[config.mk]
export PLATFORM = sky130hd
export DESIGN_NAME = imem_uart_loader
export DESIGN_NICKNAME = d
export VERILOG_FILES = /design/src/rtl/imem_uart_loader.sv
export SDC_FILE = /design/constraint.sdc
export NUM_CORES = 1
export LEC_CHECK = 0
export CORE_MARGIN = 2
export CORE_UTILIZATION = 30
export CTS_BUF_LIST = sky130_fd_sc_hd__clkbuf_4 sky130_fd_sc_hd__clkbuf_8 sky130_fd_sc_hd__clkbuf_16
export DETAILED_ROUTE_END_ITERATION = 10
export GPL_TIMING_DRIVEN = 1
export SETUP_SLACK_MARGIN = 0.4
export SLEW_MARGIN = 10
export SYNTH_ARGS = -nofsm -noshare
export SYNTH_HDL_FRONTEND = slang
export SYNTH_SLANG_ARGS = --single-unit
[constraint.sdc]
create_clock -name CLK -period 4.2 [get_ports CLK]
set_clock_uncertainty 0.2 [all_clocks]
set_input_delay 0.84 -clock CLK [delete_from_list [all_inputs] [get_ports CLK]]
set_output_delay 0.84 -clock CLK [all_outputs]
set_load 0.01 [all_outputs]
[src/rtl/imem_uart_loader.sv]
// Boot loader: receives a length-prefixed program image over an 8N1 UART
// link, packs little-endian bytes into instruction words, writes them to
// instruction memory from address 0 upward, then releases the core from reset.
module imem_uart_loader #(
    parameter int unsigned CLKS_PER_BIT = 434,
    parameter int unsigned ROM_INS      = 32,
    parameter int unsigned ROM_ADD      = 10
) (
    input  logic               CLK,
    input  logic               RSTa,
    input  logic               RX,
    output logic               IMEM_WE,
    output logic [ROM_ADD-1:0] IMEM_ADDR,
    output logic [ROM_INS-1:0] IMEM_DATA,
    output logic               CORE_RSTn,
    output logic               LOADING,
    output logic               DONE,
    output logic               ERROR
);

    localparam int unsigned     CntW     = $clog2(CLKS_PER_BIT);
    localparam logic [CntW-1:0] BitLast  = CntW'(CLKS_PER_BIT - 1);
    localparam logic [CntW-1:0] HalfLast = CntW'(CLKS_PER_BIT / 2 - 1);
    localparam logic [31:0]     Depth    = 32'd1 << ROM_ADD;

    typedef enum logic [1:0] {URxIdle, URxStart, URxData, URxStop} urx_state_e;
    typedef enum logic [2:0] {LdLen0, LdLen1, LdWord, LdWrite, LdDone, LdErr} ld_state_e;

    // RX synchroniser
    logic rx_meta_q, rx_sync_q;

    // UART receiver
    urx_state_e      urx_state_q, urx_state_d;
    logic [CntW-1:0] clk_cnt_q, clk_cnt_d;
    logic [2:0]      bit_cnt_q, bit_cnt_d;
    logic [7:0]      shift_q, shift_d;
    logic            byte_valid_q, byte_valid_d;
    logic            frame_err_q, frame_err_d;
    logic            start_ok;

    // Loader
    ld_state_e          ld_state_q, ld_state_d;
    logic [15:0]        len_q, len_d;
    logic [ROM_ADD:0]   word_cnt_q, word_cnt_d;
    logic [1:0]         byte_idx_q, byte_idx_d;
    logic [ROM_INS-1:0] word_q, word_d;
    logic               we_q, we_d;
    logic [ROM_ADD-1:0] addr_q, addr_d;
    logic [ROM_INS-1:0] data_q, data_d;
    logic               core_rstn_q, core_rstn_d;
    logic               loading_q, loading_d;
    logic               done_q, done_d;
    logic               error_q, error_d;

    logic [ROM_INS-1:0] word_tmp;
    logic [15:0]        len_full;
    logic [ROM_ADD:0]   word_cnt_inc;

    // UART receiver next state: start-bit qualify at half bit, then full-bit sampling
    always_comb begin
        urx_state_d  = urx_state_q;
        clk_cnt_d    = clk_cnt_q;
        bit_cnt_d    = bit_cnt_q;
        shift_d      = shift_q;
        byte_valid_d = 1'b0;
        frame_err_d  = 1'b0;
        start_ok     = 1'b0;
        unique case (urx_state_q)
            URxIdle: begin
                if (!rx_sync_q) begin
                    urx_state_d = URxStart;
                    clk_cnt_d   = '0;
                end
            end
            URxStart: begin
                if (clk_cnt_q == HalfLast) begin
                    clk_cnt_d = '0;
                    if (rx_sync_q) begin
                        // Glitch, not a start bit
                        urx_state_d = URxIdle;
                    end else begin
                        urx_state_d = URxData;
                        bit_cnt_d   = '0;
                        start_ok    = 1'b1;
                    end
                end else begin
                    clk_cnt_d = clk_cnt_q + 1'b1;
                end
            end
            URxData: begin
                if (clk_cnt_q == BitLast) begin
                    clk_cnt_d = '0;
                    shift_d   = {rx_sync_q, shift_q[7:1]};
                    bit_cnt_d = bit_cnt_q + 1'b1;
                    if (bit_cnt_q == 3'd7) begin
                        urx_state_d = URxStop;
                    end
                end else begin
                    clk_cnt_d = clk_cnt_q + 1'b1;
                end
            end
            URxStop: begin
                if (clk_cnt_q == BitLast) begin
                    clk_cnt_d    = '0;
                    byte_valid_d = rx_sync_q;
                    frame_err_d  = !rx_sync_q;
                    urx_state_d  = URxIdle;
                end else begin
                    clk_cnt_d = clk_cnt_q + 1'b1;
                end
            end
            default: urx_state_d = URxIdle;
        endcase
    end

    // Loader next state: length header, word assembly, write strobes, terminal states
    always_comb begin
        ld_state_d = ld_state_q;
        len_d      = len_q;
        word_cnt_d = word_cnt_q;
        byte_idx_d = byte_idx_q;
        word_d     = word_q;
        we_d       = 1'b0;
        addr_d     = addr_q;
        data_d     = data_q;

        word_tmp                       = word_q;
        word_tmp[8*byte_idx_q +: 8]    = shift_q;
        len_full                       = {shift_q, len_q[7:0]};
        word_cnt_inc                   = word_cnt_q + 1'b1;

        if (frame_err_q && (ld_state_q != LdDone) && (ld_state_q != LdErr)) begin
            ld_state_d = LdErr;
        end else begin
            unique case (ld_state_q)
                LdLen0: begin
                    if (byte_valid_q) begin
                        len_d      = {8'h00, shift_q};
                        ld_state_d = LdLen1;
                    end
                end
                LdLen1: begin
                    if (byte_valid_q) begin
                        len_d = len_full;
                        if (len_full == 16'd0) begin
                            ld_state_d = LdDone;
                        end else if (32'(len_full) > Depth) begin
                            ld_state_d = LdErr;
                        end else begin
                            ld_state_d = LdWord;
                            word_cnt_d = '0;
                            byte_idx_d = '0;
                        end
                    end
                end
                LdWord: begin
                    if (byte_valid_q) begin
                        word_d     = word_tmp;
                        byte_idx_d = byte_idx_q + 1'b1;
                        if (byte_idx_q == 2'd3) begin
                            // Output registers load only here so they hold between strobes
                            ld_state_d = LdWrite;
                            we_d       = 1'b1;
                            addr_d     = word_cnt_q[ROM_ADD-1:0];
                            data_d     = word_tmp;
                        end
                    end
                end
                LdWrite: begin
                    word_cnt_d = word_cnt_inc;
                    if (32'(word_cnt_inc) == 32'(len_q)) begin
                        ld_state_d = LdDone;
                    end else begin
                        ld_state_d = LdWord;
                    end
                end
                LdDone:  ld_state_d = LdDone;
                LdErr:   ld_state_d = LdErr;
                default: ld_state_d = LdErr;
            endcase
        end

        // Status outputs are registered from the next state
        core_rstn_d = (ld_state_d == LdDone);
        done_d      = (ld_state_d == LdDone);
        error_d     = (ld_state_d == LdErr);
        if (ld_state_d == LdLen0) begin
            loading_d = loading_q | start_ok;
        end else begin
            loading_d = (ld_state_d == LdLen1) || (ld_state_d == LdWord) ||
                        (ld_state_d == LdWrite);
        end
    end

    // All state, async active-low reset
    always_ff @(posedge CLK or negedge RSTa) begin
        if (!RSTa) begin
            rx_meta_q    <= 1'b1;
            rx_sync_q    <= 1'b1;
            urx_state_q  <= URxIdle;
            clk_cnt_q    <= '0;
            bit_cnt_q    <= '0;
            shift_q      <= '0;
            byte_valid_q <= 1'b0;
            frame_err_q  <= 1'b0;
            ld_state_q   <= LdLen0;
            len_q        <= '0;
            word_cnt_q   <= '0;
            byte_idx_q   <= '0;
            word_q       <= '0;
            we_q         <= 1'b0;
            addr_q       <= '0;
            data_q       <= '0;
            core_rstn_q  <= 1'b0;
            loading_q    <= 1'b0;
            done_q       <= 1'b0;
            error_q      <= 1'b0;
        end else begin
            rx_meta_q    <= RX;
            rx_sync_q    <= rx_meta_q;
            urx_state_q  <= urx_state_d;
            clk_cnt_q    <= clk_cnt_d;
            bit_cnt_q    <= bit_cnt_d;
            shift_q      <= shift_d;
            byte_valid_q <= byte_valid_d;
            frame_err_q  <= frame_err_d;
            ld_state_q   <= ld_state_d;
            len_q        <= len_d;
            word_cnt_q   <= word_cnt_d;
            byte_idx_q   <= byte_idx_d;
            word_q       <= word_d;
            we_q         <= we_d;
            addr_q       <= addr_d;
            data_q       <= data_d;
            core_rstn_q  <= core_rstn_d;
            loading_q    <= loading_d;
            done_q       <= done_d;
            error_q      <= error_d;
        end
    end

    assign IMEM_WE   = we_q;
    assign IMEM_ADDR = addr_q;
    assign IMEM_DATA = data_q;
    assign CORE_RSTn = core_rstn_q;
    assign LOADING   = loading_q;
    assign DONE      = done_q;
    assign ERROR     = error_q;

endmodule

==> results of run 1 <==
-- worst paths after layout --
kind,startpoint,end,slack [ns],cells past startpoint
setup / recovery,word_cnt_q[0]$_DFFE_PN0P_,LOADING$_DFF_PN0_,1.14,8
hold / removal,rx_meta_q$_DFF_PN1_,rx_sync_q$_DFF_PN1_,0.16,0
setup reg to reg,word_cnt_q[0]$_DFFE_PN0P_,LOADING$_DFF_PN0_,1.14,8
hold reg to reg,rx_meta_q$_DFF_PN1_,rx_sync_q$_DFF_PN1_,0.16,0
max in group asynchronous,RSTa,word_cnt_q[3]$_DFFE_PN0P_,2.73,2
min in group asynchronous,RSTa,word_q[11]$_DFFE_PN0P_,0.24,1
-- metal layers --
layer  GRT usage (%)  routed length (um)  vias to the layer above
met5               0                   0                        -
met4            5.38                 203                        0
met3            3.06                 612                       14
met2            20.7                6500                       99
met1            18.6                6920                     2286
li1                -                   -                     2243
-- area by class of cell --
cell class | count | area share (%)
sequential | 136 | 43.5
multi-input combinational | 406 | 34.8
timing repair buffer | 58 | 7.30
clock buffer | 19 | 5.78
tap | 275 | 4.39
clock inverter | 13 | 2.17
inverter | 42 | 2.01
-- synthesized netlist by cell type, types with 2 or more instances --
cell type  number
clkbuf_1       28
a31oi_1         9
a22o_1         34
mux2_2         58
and2_1          8
dfstp_2         2
ha_1           12
nor4b_1         3
nor3_1          5
nand4_1         4
dfrtp_1       134
a21oi_1        12
inv_1          42
or4_1           3
o311a_1         2
nand3b_1        3
nand2_1        81
buf_2           9
xnor2_1        12
o31ai_1         4
o41a_1          2
nor4_1          6
xor2_1          5
nor2_1         31
nand3_1        11
o21ai_0        62
a211oi_1        3
and3_1          4
nor2b_1        11
nand2b_1        2
-- worst register-to-register path, cell delays in order, from the launching register on --
cell,delay [ns]
dfrtp_1,0.45
ha_1,0.34
nand3_1,0.19
or4_1,0.50
o311a_1,0.14
nor2b_1,0.14
o41a_1,0.45
o31a_1,0.25
o41a_1,0.30
-- stage by stage --
stage	util [%]	cell area (sq um)
after floorplan	-	6440
after global placement	34.3	7210
after detailed placement	34.3	7210
after CTS	37.2	7830
after global routing	37.2	7830
final	37.2	7830
-- logic make-up after synthesis --
| logic type | Yosys count | share of synthesized area, % |
|---|---|---|
| XOR/XNOR | 17 | 2.31 |
| buffers and inverters | 80 | 4.89 |
| AO/OA/AOI/OAI | 138 | 14.0 |
| AND/OR/NAND/NOR | 181 | 13.5 |
| flip-flops | 136 | 52.9 |
| adder cells (fa/ha/maj) | 12 | 2.33 |
| multiplexers | 58 | 10.1 |
-- report_power, final --
group          internal, mW  switching [mW]
clock network         0.970           0.585
logic               0.00372          0.0255
registers              1.31        0.000645
-- flip-flops by register name (all words and copies together), names as in the netlist, 2 cells and up, named ones only --
register and cells:
IMEM_DATA 32, clk_cnt_q 9, byte_idx_q 2, shift_q 8, word_cnt_q 11, IMEM_ADDR 10, ld_state_q 3, word_q 32
bit_cnt_q 3, len_q 16
==> impl_results.md, run 1 <==
* Outcome: finished clean
* # diodes at 0
* Area growth from synthesis to layout at 21.5%
* Share of cells above drive strength 1 at roughly 16%
* Die area at 0.0227 sq mm
* Pwr dens at 370 mW/mm^2
* WS Path Type: reg -> reg
* CP Capture Type: flop
* RSZ-0062 raised after global routing: no
* ANT nets after route at 0
* Arrival @ worst endpoint at 3.17 ns
* Initial Utilization at 30.7%
* Root buffer cell: clkbuf_16
* Ordered cell list for the critical path: ha_1, nand3_1, or4_1, o311a_1, nor2b_1, o41a_1, o31a_1, o41a_1
* Seq/Total Area, Yosys at 52.9%
* Ys Warns at 0
* Required time of the critical path at 4.31 ns
* Worst VDD drop at 261 uV
* Primary FF master, synth: dfrtp_1
* Initial antenna violation count at 0
* DRT iter0 DRCs at 378
* Max-slew violations at 0
* Post-synth ARST share at 100%
* Fin worst setup slack at 1.14 ns
* Max-cap violations at 0
* Setup bufs post-CTS at 0
* Post-synthesis cell area at roughly 0.0064 sq mm
* CTS buffer count at 17
* Slowest stage cell, crit path: or4_1
* Post-Route Setup TNS at 0 ns
* Place WS at 1.14 ns
* Part of the cycle the worst path needs at slightly above 70%
* Slew HR at 21.0%
* CTS tree: yes
* IO buf count at 49
* Synth cell types at 50
* CTS sink count at 136
* Commonest non-fill, non-tap cell in the layout: dfrtp_1
* Global Route Usage Sum at 13.5%
* CP bufs+invs at 0
* Nets at between 600 and 700
* Post-CTS sizing at 0
* Share of the synthesized area in the top cell type at 52.0%
* Final setup fails at 0
* Gr ovfl total at 0
* H-tree Lvls at 4
* Synth area leaders: dfrtp_1 (52%), mux2_2 (10%), o21ai_0 (4.8%)
* Clk pin slew, worst setup/hold paths at 0.06 ns
* Largest net degree at the start of global routing at 85
* Fillers at 2049
* Post-Syn Nets at ~640
* Gate Count Post-Synth at 622
* Power, Total at 2.90 mW
* Most frequent cells in the layout: dfrtp_1 (134), nand2_1 (81), o21ai_0 (62), mux2_2 (58), clkdlybuf4s50_1 (48)
* Row cnt at 53
* CP Launch Type: flop
* Final Non-Filler Cells at between 900 and 1000
* Worst-margin pin slew at 1.18 ns
* Routed len/inst at 15.0 um
* Crit path largest cell delay at 0.50 ns
* FF/Latch Area at 0.00341 sq mm
* Top Ports at 50
* Worst skew pair latency at ~0.43 ns
* EDFF count, synth at 0
* Die H at 151 um
* Vias in the first global route at 4694
* DRT Wirelength at 14200 um
* Crit Path Max Fanout at 7
* Yosys top cell by area: dfrtp_1
* Crit path max-delay family: compound AO/OA/AOI/OAI gates
* Hold Crit Class: reg -> reg
* Area of the multi-input gates at around 0.0027 sq mm
* Smallest hold slack at 0.155 ns
* DP HPWL at between 9000 and 10000 um
* Final Hold Violating Endpoints at 0
* Via count at about 4600
* Router iterations before antenna repair at 4
* Core region area at 0.0210 sq mm
* Vias/cell at roughly 5
* Die W at 151 um
* Global-route wire length before repair at 24000 um
* Period minus WS final at 3.06 ns
* Max Clk Rate at 0.327 GHz
* Leakage at 3.44 nW
* Most frequent CP cell: o41a_1
* Mapped Avg Cell Area at 10.4 sq um
* Synth Register Bits at between 100 and 150
* Dpl cells at 917
* Hold Buf Count CTS at 0
* Max Root-Sink Buffers at 2
* RePlAce Congestion at 0.815
* DRC viols at 0
Power figures use the tool's default switching activity.
==> run 2, diff against run 1 <==
==> constraint.sdc (replaced) <==
create_clock -name CLK -period 2.9 [get_ports CLK]
set_clock_uncertainty 0.2 [all_clocks]
set_input_delay 0.58 -clock CLK [delete_from_list [all_inputs] [get_ports CLK]]
set_output_delay 0.58 -clock CLK [all_outputs]
set_load 0.01 [all_outputs]
==> run 2 against run 1 <==
Compared with the run above:
- fmax rose by 15%
- via count rose by 1.6%
- critical path depth fell by 1
- setup slack got worse by 0.90 ns
- sequential cell count did not move
- first-iteration DRC count fell by 10%
- wire length rose by 4.3%
- total power rose by 48%
- non-clock buffer count rose by 30
- combinational power rose by 53%
- core utilization rose by 1.6 points
- critical path type unchanged
- largest cell class unchanged
- largest power group unchanged
==> impl_results.md, run 2 (synthesis results as in run 1) <==
* Outcome: finished clean
* RePlAce Congestion at 0.845 (+3.6%)
* ANT nets after route at 0 (unchanged)
* Worst VDD drop at 338 uV (+29%)
* CP Launch Type: flop
* Final Hold Violating Endpoints at 0 (unchanged)
* Die W at 151 um (unchanged)
* Root buffer cell: clkbuf_16
* Max Clk Rate at 0.377 GHz (+15%)
* Crit Path Max Fanout at 2 (-5)
* CTS buffer count at 17 (unchanged)
* Core region area at 0.0210 sq mm (unchanged)
* Max-slew violations at 0 (unchanged)
* Initial antenna violation count at 0 (unchanged)
* IO buf count at 49 (unchanged)
* DP HPWL at 9720 um (+6.7%)
* Area growth from synthesis to layout at 26.8%
* Row cnt at 53 (unchanged)
* Die H at 151 um (unchanged)
* Most frequent cells in the layout: dfrtp_1 (128), nand2_1 (81), o21ai_0 (61), mux2_2 (58), clkdlybuf4s50_1 (48)
* Global-route wire length before repair at 24700 um (+3.0%)
* Slew HR at 54.9% (+34 points)
* Top Ports at 50 (unchanged)
* Global Route Usage Sum at 14.0% (+0.42 points)
* H-tree Lvls at 4 (unchanged)
* CTS sink count at 136 (unchanged)
* Share of cells above drive strength 1 at 21.4% (+5.6 points)
* Clk pin slew, worst setup/hold paths at 0.06 ns (about the same)
* Worst-margin pin slew at 0.675 ns (-0.501 ns)
* Post-Route Setup TNS at 0 ns (unchanged)
* Worst skew pair latency at 0.43 ns (about the same)
* DRT Wirelength at 14900 um (+4.3%)
* Vias/cell at 4.82 (-1.5%)
* Routed len/inst at 15.2 um (+1.2%)
* Max-cap violations at 0 (unchanged)
* Initial Utilization at 30.7% (unchanged)
* Vias in the first global route at 4874 (+3.8%)
* Most frequent CP cell: o41a_1
* Gr ovfl total at 0 (unchanged)
* Ordered cell list for the critical path: ha_4, xor2_1, a2111oi_2, nand4_1, o41a_1, o31a_1, o41a_1
* DRT iter0 DRCs at 339 (-10%)
* CTS tree: yes
* Router iterations before antenna repair at 4 (unchanged)
* Final setup fails at 0 (unchanged)
* Leakage at 3.61 nW (+5.0%)
* Slowest stage cell, crit path: o41a_1
* Place WS at 0.0957 ns (-1.04 ns)
* Max Root-Sink Buffers at 2 (unchanged)
* Via count at 4717 (+1.6%)
* Die area at 0.0227 sq mm (unchanged)
* Hold Crit Class: reg -> reg
* Part of the cycle the worst path needs at 91.5% (+19 points)
* Arrival @ worst endpoint at 2.75 ns (-0.42 ns)
* Largest net degree at the start of global routing at 60 (-29%)
* Crit path largest cell delay at 0.46 ns (-0.04 ns)
* CP Capture Type: flop
* Required time of the critical path at 3.00 ns (-1.31 ns)
* Commonest non-fill, non-tap cell in the layout: dfrtp_1
* Nets at 706 (+4.4%)
* Pwr dens at 525 mW/mm^2 (+42%)
* Fin worst setup slack at 0.246 ns (-0.898 ns)
* RSZ-0062 raised after global routing: yes
* DRC viols at 0 (unchanged)
* Period minus WS final at 2.65 ns (-0.402 ns)
* # diodes at 0 (unchanged)
* WS Path Type: reg -> reg
==> run 2: cell count changes in the layout (fill, tap and decap cells not counted), sizes merged <==
cell | before | now
inv | 44 | 42
clkinv | 5 | 3
dlygate4sd3 | 0 | 1
clkbuf | 19 | 21
buf | 10 | 39
clkinvlp | 3 | 4
bufinv | 3 | 4
==> run 2: cell type report <==
cell class / count / area (sq um)
clock inverter: 11 / 169
sequential: 136 / 3410
timing repair buffer: 88 / 812
clock buffer: 21 / 480
inverter: 42 / 158
multi-input combinational: 406 / 2800
fill: 2039 / 12800
tap: 275 / 344
==> run 2: worst paths after layout <==
check	cells past startpoint	endpoint	start	slack (ns)
min reg2reg	0	rx_sync_q$_DFF_PN1_	rx_meta_q$_DFF_PN1_	0.16
max reg2reg	7	LOADING$_DFF_PN0_	word_cnt_q[0]$_DFFE_PN0P_	0.25
max	7	LOADING$_DFF_PN0_	word_cnt_q[0]$_DFFE_PN0P_	0.25
max in group asynchronous	3	word_cnt_q[4]$_DFFE_PN0P_	RSTa	1.24
min in group asynchronous	2	IMEM_DATA[11]$_DFFE_PN0P_	RSTa	0.45
min	0	rx_sync_q$_DFF_PN1_	rx_meta_q$_DFF_PN1_	0.16
==> run 2: power by group <==
part	internal, mW	total (mW)	switching [mW]
registers	1.90	1.90	0.000905
clock network	1.53	2.35	0.819
logic	0.00714	0.0446	0.0375
total	3.44	4.29	0.858
==> run 2: repair_timing <==
item,in CTS,in global routing
buffers inserted,5,3
resized for setup,9,13
endpoints found under the hold margin,43,0
hold buffers,1,0
endpoints found under the setup margin,34,57
pin swaps,3,2
==> run 2: worst max-delay path, delay by kind of cell, from the launching register on <==
family                     cells  cell delay (ns)
DFF                            1             0.41
AOI/OAI and AO/OA              4             1.32
xor gates and xnor gates       1             0.17
adders and majority gates      1             0.26
and+or+nand+nor                1             0.17
==> run 2: per-stage QoR <==
| step | hold WS (ns) | utilization, % | total power, mW | std cells | cell area [sq um] |
|---|---|---|---|---|---|
| 6_report | 0.156 | 38.9 | 4.29 | 979 | 8170 |
| 5_1_grt | 0.167 | 38.9 | 4.44 | 979 | 8170 |
| 4_1_cts | 0.158 | 38.5 | 4.35 | 976 | 8100 |
| 3_5_place_dp | 0.150 | 35.1 | 1.98 | 938 | 7380 |
| 3_3_place_gp | 0.148 | 35.1 | 1.98 | 938 | 7380 |
| 2_1_floorplan | 0.0844 | - | 1.94 | 622 | 6460 |
==> run 2: per-layer routing <==
layer,vias up,track usage [%],wire [um]
li1,2305,-,-
met3,10,4.09,490
met4,0,4.25,183
met5,-,0,0
met1,2335,18.4,7140
met2,67,22.2,7040
